[src/rtl/mem_stage_rsp.sv]
// rtl/mem_stage_rsp.sv - MEM stage holding loads until data_ok, buffering rdata and dropping orphaned responses
module mem_stage_rsp #(
    parameter int DATA_W          = 32,
    parameter int PC_W            = 32,
    parameter int MAX_OUTSTANDING = 2
) (
    input  logic              clk,
    input  logic              resetn,
    input  logic              es_to_ms_valid,
    output logic              ms_allowin,
    input  logic [PC_W-1:0]   es_pc,
    input  logic              es_gr_we,
    input  logic [4:0]        es_dest,
    input  logic [DATA_W-1:0] es_result,
    input  logic              es_mem_req,
    input  logic [6:0]        es_load_op,
    input  logic              es_ex,
    input  logic              es_ertn,
    input  logic              es_req_inflight,
    input  logic              data_ok,
    input  logic [DATA_W-1:0] rdata,
    input  logic              flush,
    input  logic              ws_allowin,
    output logic              ms_to_ws_valid,
    output logic [PC_W-1:0]   ms_pc,
    output logic              ms_gr_we,
    output logic [4:0]        ms_dest,
    output logic [DATA_W-1:0] ms_result,
    output logic              ms_ex,
    output logic              ms_ertn,
    output logic [4:0]        fwd_dest,
    output logic              fwd_ready
);

    localparam int OFF_W  = $clog2(DATA_W / 8);
    localparam int CNT_W  = $clog2(MAX_OUTSTANDING + 1);
    localparam int CNT_W1 = CNT_W + 1;

    logic              ms_valid;
    logic              ms_mem_req;
    logic [6:0]        ms_load_op;
    logic              ms_ex_r;
    logic              ms_ertn_r;
    logic [DATA_W-1:0] ms_result_r;
    logic              got_rsp;
    logic              buf_valid;
    logic [DATA_W-1:0] rdata_buf;
    logic [CNT_W-1:0]  cancel_cnt;

    logic              waiting;
    logic              rsp_owned;
    logic              rsp_discard;
    logic              rsp_take;
    logic              ready_go;
    logic [CNT_W1-1:0] cnt_sum;
    logic [DATA_W-1:0] rdata_sel;
    logic [DATA_W-1:0] shifted;
    logic [DATA_W-1:0] load_val;

    // A response belongs to MEM only once every orphaned response has drained.
    assign waiting     = ms_valid & ms_mem_req & ~got_rsp & ~buf_valid & ~ms_ex_r;
    assign rsp_owned   = data_ok & (cancel_cnt == '0);
    assign rsp_discard = data_ok & (cancel_cnt != '0);
    assign rsp_take    = rsp_owned & waiting;
    assign ready_go    = ~waiting | rsp_owned;

    assign ms_allowin     = ~ms_valid | (ready_go & ws_allowin);
    assign ms_to_ws_valid = ms_valid & ready_go;
    assign ms_ex          = ms_valid & ms_ex_r;
    assign ms_ertn        = ms_valid & ms_ertn_r;
    assign fwd_dest       = (ms_valid & ms_gr_we) ? ms_dest : 5'd0;
    assign fwd_ready      = ~waiting;

    // Requests killed by a flush still return data; count them so they are skipped.
    always_comb begin
        cnt_sum = {1'b0, cancel_cnt};
        if (flush) begin
            cnt_sum = cnt_sum + CNT_W1'(waiting & ~rsp_owned) + CNT_W1'(es_req_inflight);
        end
        if (rsp_discard) begin
            cnt_sum = cnt_sum - CNT_W1'(1);
        end
    end

    always_comb begin
        rdata_sel = buf_valid ? rdata_buf : rdata;
        shifted   = rdata_sel >> {ms_result_r[OFF_W-1:0], 3'b000};
        load_val  = shifted;
        if (ms_load_op[0]) load_val = DATA_W'($signed(shifted[7:0]));
        if (ms_load_op[1]) load_val = DATA_W'(shifted[7:0]);
        if (ms_load_op[2]) load_val = DATA_W'($signed(shifted[15:0]));
        if (ms_load_op[3]) load_val = DATA_W'(shifted[15:0]);
        if (ms_load_op[4]) load_val = DATA_W'($signed(shifted[31:0]));
        if (ms_load_op[5]) load_val = DATA_W'(shifted[31:0]);
        ms_result = (|ms_load_op) ? load_val : ms_result_r;
    end

    always_ff @(posedge clk) begin
        if (!resetn) begin
            ms_valid    <= 1'b0;
            got_rsp     <= 1'b0;
            buf_valid   <= 1'b0;
            rdata_buf   <= '0;
            cancel_cnt  <= '0;
            ms_pc       <= '0;
            ms_gr_we    <= 1'b0;
            ms_dest     <= 5'd0;
            ms_result_r <= '0;
            ms_mem_req  <= 1'b0;
            ms_load_op  <= 7'd0;
            ms_ex_r     <= 1'b0;
            ms_ertn_r   <= 1'b0;
        end else begin
            cancel_cnt <= cnt_sum[CNT_W-1:0];
            if (flush) begin
                ms_valid  <= 1'b0;
                got_rsp   <= 1'b0;
                buf_valid <= 1'b0;
            end else if (ms_allowin) begin
                ms_valid  <= es_to_ms_valid;
                got_rsp   <= 1'b0;
                buf_valid <= 1'b0;
                if (es_to_ms_valid) begin
                    ms_pc       <= es_pc;
                    ms_gr_we    <= es_gr_we;
                    ms_dest     <= es_dest;
                    ms_result_r <= es_result;
                    ms_mem_req  <= es_mem_req;
                    ms_load_op  <= es_load_op;
                    ms_ex_r     <= es_ex;
                    ms_ertn_r   <= es_ertn;
                end
            end else if (rsp_take) begin
                // Still held here, so WB is stalling: keep the data before the bus moves on.
                got_rsp   <= 1'b1;
                buf_valid <= 1'b1;
                rdata_buf <= rdata;
            end
        end
    end

    cancel_cnt_bound: assert property (@(posedge clk) disable iff (!resetn)
        cnt_sum <= CNT_W1'(MAX_OUTSTANDING));

endmodule
[config.mk]
export PLATFORM = sky130hd
export DESIGN_NAME = mem_stage_rsp
export DESIGN_NICKNAME = d
export VERILOG_FILES = /design/src/rtl/mem_stage_rsp.sv
export SDC_FILE = /design/constraint.sdc
export NUM_CORES = 1
export LEC_CHECK = 0
export BUFFER_PORTS_ARGS = -buffer_cell sky130_fd_sc_hd__buf_4
export CAP_MARGIN = 10
export CORE_AREA = 2 2 129 131
export CTS_CLUSTER_SIZE = 16
export DETAILED_ROUTE_END_ITERATION = 16
export DIE_AREA = 0 0 131 133
export PLACE_DENSITY_LB_ADDON = 0.08
export SLEW_MARGIN = 10
export SYNTH_ARGS = -nofsm -noshare
export SYNTH_HDL_FRONTEND = slang
export SYNTH_SLANG_ARGS = --single-unit
[constraint.sdc]
create_clock -name clk -period 2.1 [get_ports clk]
set_clock_uncertainty 0.05 [all_clocks]
set_input_delay 0.42 -clock clk [delete_from_list [all_inputs] [get_ports clk]]
set_output_delay 0.42 -clock clk [all_outputs]
set_load 0.01 [all_outputs]
# [Yosys cells after proc, flatten, opt, wreduce, memory -nomap -nowiden]
# Index checks and enable logic that the tools add are counted.
[classes] n_addsub=3 shift=1 n_mux=11 bitwise=23 n_reduce_logical=7
[ops] op="2-to-1 mux 32 bit" count=8
[ops] op=">> shifter 32 x 5 -> 32 bit" count=1
[ops] op="AND 1 bit" count=12
[ops] op="NOT 1 bit" count=7
[ops] op="OR reduction 7 bit" count=1
[ops] op="AND reduction 3 bit" count=2
[ops] op="2-to-1 mux 5 bit" count=1
[ops] op="2-to-1 mux 2 bit" count=2
[ops] op="OR reduction 3 bit" count=1
[ops] op="adder 2 x 1 -> 2 bit" count=1
[ops] op="adder 2 bit" count=1
[ops] op="AND 1 x 2 -> 2 bit" count=1
[ops] op="zero test 2 bit" count=1
[ops] op="NOT 1 -> 2 bit" count=1
[ops] op="bitwise OR 1 bit" count=2
[ops] op="nonzero test 2 bit" count=1
[ops] op="OR reduction 2 bit" count=1
[ops] op="subtractor 2 x 1 -> 2 bit, second input constant" count=1
[totals] ff_bits=116 out_inout_bits=80 wordCells=57

# [Longest topological paths before layout]
[depth] ltp_word=10 depth_mapped=10

# [Least setup slack after synthesis]
# Ideal clock, no wire load.
[synth_path] path_type="register to output" from="register buf_valid" to="output ms_result[31]" t_arrival_ns=1.798 required_time_ns=1.630 setup_slack_ns=-0.168 path_stages_with_launch=7 cell_sequence="dfxtp_1 -> buf_6 -> mux2_4 -> a222oi_1 -> a21o_1 -> o21ai_1 -> a221o_1"
[synth_between] elab_chain_len=9
[synth_rtl] element="start, declared" line_no="46" source="logic buf_valid;"
[synth_rtl] element="start signal, assigned" line_no="102" source="buf_valid <= 1'b0;"
[synth_rtl] element="start signal, assigned" line_no="118" source="buf_valid <= 1'b0;"
[synth_rtl] element="start signal, assigned" line_no="122" source="buf_valid <= 1'b0;"
[synth_rtl] element="2-to-1 mux 32 bit *" line_no="86" source="rdata_sel = buf_valid ? rdata_buf : rdata;"
[synth_rtl] element=">> shifter 32 x 5 -> 32 bit *" line_no="87" source="shifted = rdata_sel >> {ms_result_r[OFF_W-1:0], 3'b000};"
[synth_rtl] element="2-to-1 mux 32 bit" line_no="89" source="if (ms_load_op[0]) load_val = DATA_W'($signed(shifted[7:0]));"
[synth_rtl] element="2-to-1 mux 32 bit" line_no="90" source="if (ms_load_op[1]) load_val = DATA_W'(shifted[7:0]);"
[synth_rtl] element="2-to-1 mux 32 bit" line_no="91" source="if (ms_load_op[2]) load_val = DATA_W'($signed(shifted[15:0]));"
[synth_rtl] element="2-to-1 mux 32 bit" line_no="92" source="if (ms_load_op[3]) load_val = DATA_W'(shifted[15:0]);"
[synth_rtl] element="2-to-1 mux 32 bit" line_no="93" source="if (ms_load_op[4]) load_val = DATA_W'($signed(shifted[31:0]));"
[synth_rtl] element="2-to-1 mux 32 bit *" line_no="94" source="if (ms_load_op[5]) load_val = DATA_W'(shifted[31:0]);"
[synth_rtl] element="2-to-1 mux 32 bit *" line_no="95" source="ms_result = (|ms_load_op) ? load_val : ms_result_r;"
[synth_rtl] element="end, declared" line_no="28" source="output logic [DATA_W-1:0] ms_result,"
# Mark *: on every way between the ends. The rest lies on a longest branch, timed or not.

# [Worst setup path in the final report]
# Ends and elaborated chain as after synthesis.

==> results_dict.tcl <==
set metrics [dict create \
    async_reset_ff_frac 0 \
    crit_arrival_ns 2.22 \
    core_sq_mm 0.0162 \
    track_usage 0.247 \
    synth_edf_count 0 \
    synth_area_sq_mm 0.00633 \
    diodes 0 \
    dp.cells 1120 \
    design_area_sq_mm 0.0105 \
    cts_buffer_depth 2 \
    cts_sinks 116 \
    die_area_sq_mm 0.0174 \
    cp_max_fo 4 \
    holdCritStartpoint "es_to_ms_valid" \
    first_pass_iters 4 \
    io_buffers 198 \
    holdPathEnd "ms_valid" \
    final_common_cell "buf_4" \
    viasPerCell 5.19 \
    holdBufCountCts 0 \
    cts_tree "done" \
    tns_ns -28.67 \
    synthDistinctLibCells 51 \
    gp_congestion 0.881 \
    rsz0062_at_grt "true" \
    n_fill_cell 1325 \
    ant_nets 0 \
    post-route-drc-count 0 \
    total_power_mw 7.41 \
    path_clk_slew_ns 0.06 \
    cp.required_ns 1.63 \
    worstMarginPinSlew_ns 0.403 \
    grt_pass1_vias 6390 \
    r2r_start "buf_valid" \
    report.final.slew_viol_count 0 \
    violations "negative setup slack" \
    maxCapViolCount 0 \
    ctsRootBufferMaster "clkbuf_16" \
    synth_top_flop_cell "dfxtp_1" \
    area_delta_synth_final_pct 65.7 \
    cts_buffers 17 \
    avgSynthCellArea_sq_um 9.59 \
    wirelength_microns 21800 \
    postPlaceCellArea_sq_mm 0.00870 \
    synth.net_count 780 \
    worstHoldPathType "input port to register" \
    mostFrequentLayoutCells "buf_4 (262), mux2i_1 (133), nor2b_1 (117)" \
    cp-start-kind "register" \
    grt_max_degree 41 \
    endpoint_kind "output port" \
    r2r_end "cancel_cnt[1]" \
    report.final.setup_viol 147 \
    final_cells 1187 \
    pwr_density_cell_mw_per_mm2 706 \
    nets 1074 \
    start_util 0.392 \
    dp_hpwl_microns 14500 \
    peakVddDrop_v 0.000540 \
    antenna_found_initial 0 \
    drtIter0Drc 310 \
    fmax_ghz 0.372 \
    min_period_ns 2.69 \
    die_w_microns 131 \
    die_y_microns 133 \
    rrSetupSlack_ns -0.20 \
    drive_above_1_share 0.451 \
    criticalPathCategory "register to output port" \
    finalCritPeriodShare 1.28 \
    worstSkewPairLatency_ns 0.42 \
    rows 47 \
    netlist_instances 660 \
    setup_ws_ns -0.592 \
    grt_remaining_overflow 0 \
    power_leakage_nw 4.54 \
    reg2regPathDepth 11 \
    grt_pass1_wl_microns 33300 \
    synth-seq-area-share 0.367 \
    finalHoldViolCount 0 \
    yosysWarningCount 0 \
    dr_total_vias 6162 \
    io_pins 199 \
    synth_seq_cells 116 \
    relSlewSlack 0.732 \
    wl_per_cell_microns 18.3 \
    status "finished, violations left" \
    htree_levels 4 \
    worstHoldPathCells 3 \
]
==> cell type report <==
| cell class | count | area (sq um) | share of cell area |
|---|---|---|---|
| multi-input cells | 487 | 4170 | 0.397 |
| repair buffers | 322 | 3010 | 0.287 |
| flip-flops and latches | 116 | 2330 | 0.222 |
| clock buffers | 18 | 439 | 0.0418 |
| well taps | 220 | 275 | 0.0262 |
| clock inverters | 14 | 223 | 0.0212 |
| inverters | 10 | 37.5 | 0.00358 |
==> repair_timing <==
| action | CTS | global route |
|---|---|---|
| buffers inserted | 11 | 19 |
| gates resized for setup | 83 | 73 |
| pin swaps | 25 | 20 |
| cloned | 11 | 4 |
| endpoints found under the setup margin | 141 | 149 |
==> sequential cells by signal (all words and copies together) (netlist names) <==
signal and count:
ms_ex_r 1, ms_load_op 7, rdata_buf 32, ms_valid 1
ms_gr_we 1, ms_pc 32, ms_mem_req 1, ms_dest 5
ms_result_r 32, ms_ertn_r 1, cancel_cnt 2, buf_valid 1
==> layer usage <==
metal	part of all wire	GRT usage	vias to the layer above	wire length, microns
li1	-	-	2956	-
met1	0.39	0.285	2960	8570
met2	0.51	0.431	208	11200
met3	0.066	0.0696	38	1440
met4	0.026	0.0892	0	562
met5	0	0	-	0
==> cells by family after synthesis <==
logic type                 share of synthesized area
buffers and inverters                         0.0405
and+or+nand+nor                                0.199
AOI/OAI and AO/OA                              0.108
adders and majority gates                    0.00198
xor gates and xnor gates                     0.00277
DFF                                            0.367
muxes                                          0.281
==> critical path: stages (launching register included) <==
cell	delay, ns
dfxtp_4	0.38
mux2_4	0.30
a222oi_1	0.31
buf_4	0.18
a21o_1	0.13
o21ai_1	0.06
a221o_1	0.32
buf_6	0.13
==> power breakdown <==
part | switching, mW | leakage [nW] | total, mW | internal [mW]
clock network | 1.12 | 0.318 | 3.27 | 2.15
registers | 0.0628 | 0.947 | 2.35 | 2.28
logic | 0.788 | 3.27 | 1.79 | 1.00
==> per-stage QoR <==
| step | hold WS (ns) | util | worst slack [ns] |
|---|---|---|---|
| 6_report | 0.174 | 0.649 | -0.592 |
| 5_1_grt | 0.177 | 0.649 | -0.684 |
| 4_1_cts | 0.157 | 0.623 | -0.614 |
| 3_5_place_dp | 0.455 | 0.538 | -0.323 |
| 3_3_place_gp | 0.443 | 0.538 | -0.314 |
| 2_1_floorplan | 0.424 | - | -0.150 |
==> Yosys cell counts, drive strengths merged, types with 3 or more instances <==
| master | count | area [sq um] |
|---|---|---|
| o21ai | 33 | 169 |
| o211ai | 10 | 75.1 |
| nand2b | 8 | 50.1 |
| o221ai | 4 | 35.0 |
| nor3 | 10 | 50.1 |
| o211a | 7 | 70.1 |
| mux4 | 9 | 203 |
| nor2b | 118 | 738 |
| nor4 | 3 | 18.8 |
| and3 | 6 | 37.5 |
| mux2 | 8 | 93.8 |
| o22ai | 4 | 25.0 |
| and2 | 4 | 25.0 |
| nand3 | 12 | 60.1 |
| inv | 10 | 37.5 |
| clkbuf | 22 | 82.6 |
| a31oi | 3 | 18.8 |
| dfxtp | 116 | 2320 |
| a21oi | 12 | 60.1 |
| a221oi | 7 | 61.3 |
| nor2 | 22 | 82.6 |
| nand2 | 29 | 109 |
| o2bb2ai | 7 | 61.3 |
| buf | 25 | 136 |
| mux2i | 148 | 1480 |
==> worst max-delay path by stage <==
stage | start | endpoint | slack (ns) | depth (start not counted)
after floorplan | buf_valid | ms_result[31] | -0.15 | 6
after global placement | rdata[15] | ms_result[31] | -0.31 | 8
after detailed placement | rdata[23] | ms_result[31] | -0.32 | 8
after CTS | buf_valid | ms_result[31] | -0.61 | 7
after global routing | buf_valid | ms_result[12] | -0.68 | 10
final | buf_valid | ms_result[31] | -0.59 | 7
No activity file was read; power rests on OpenSTA's default activity.
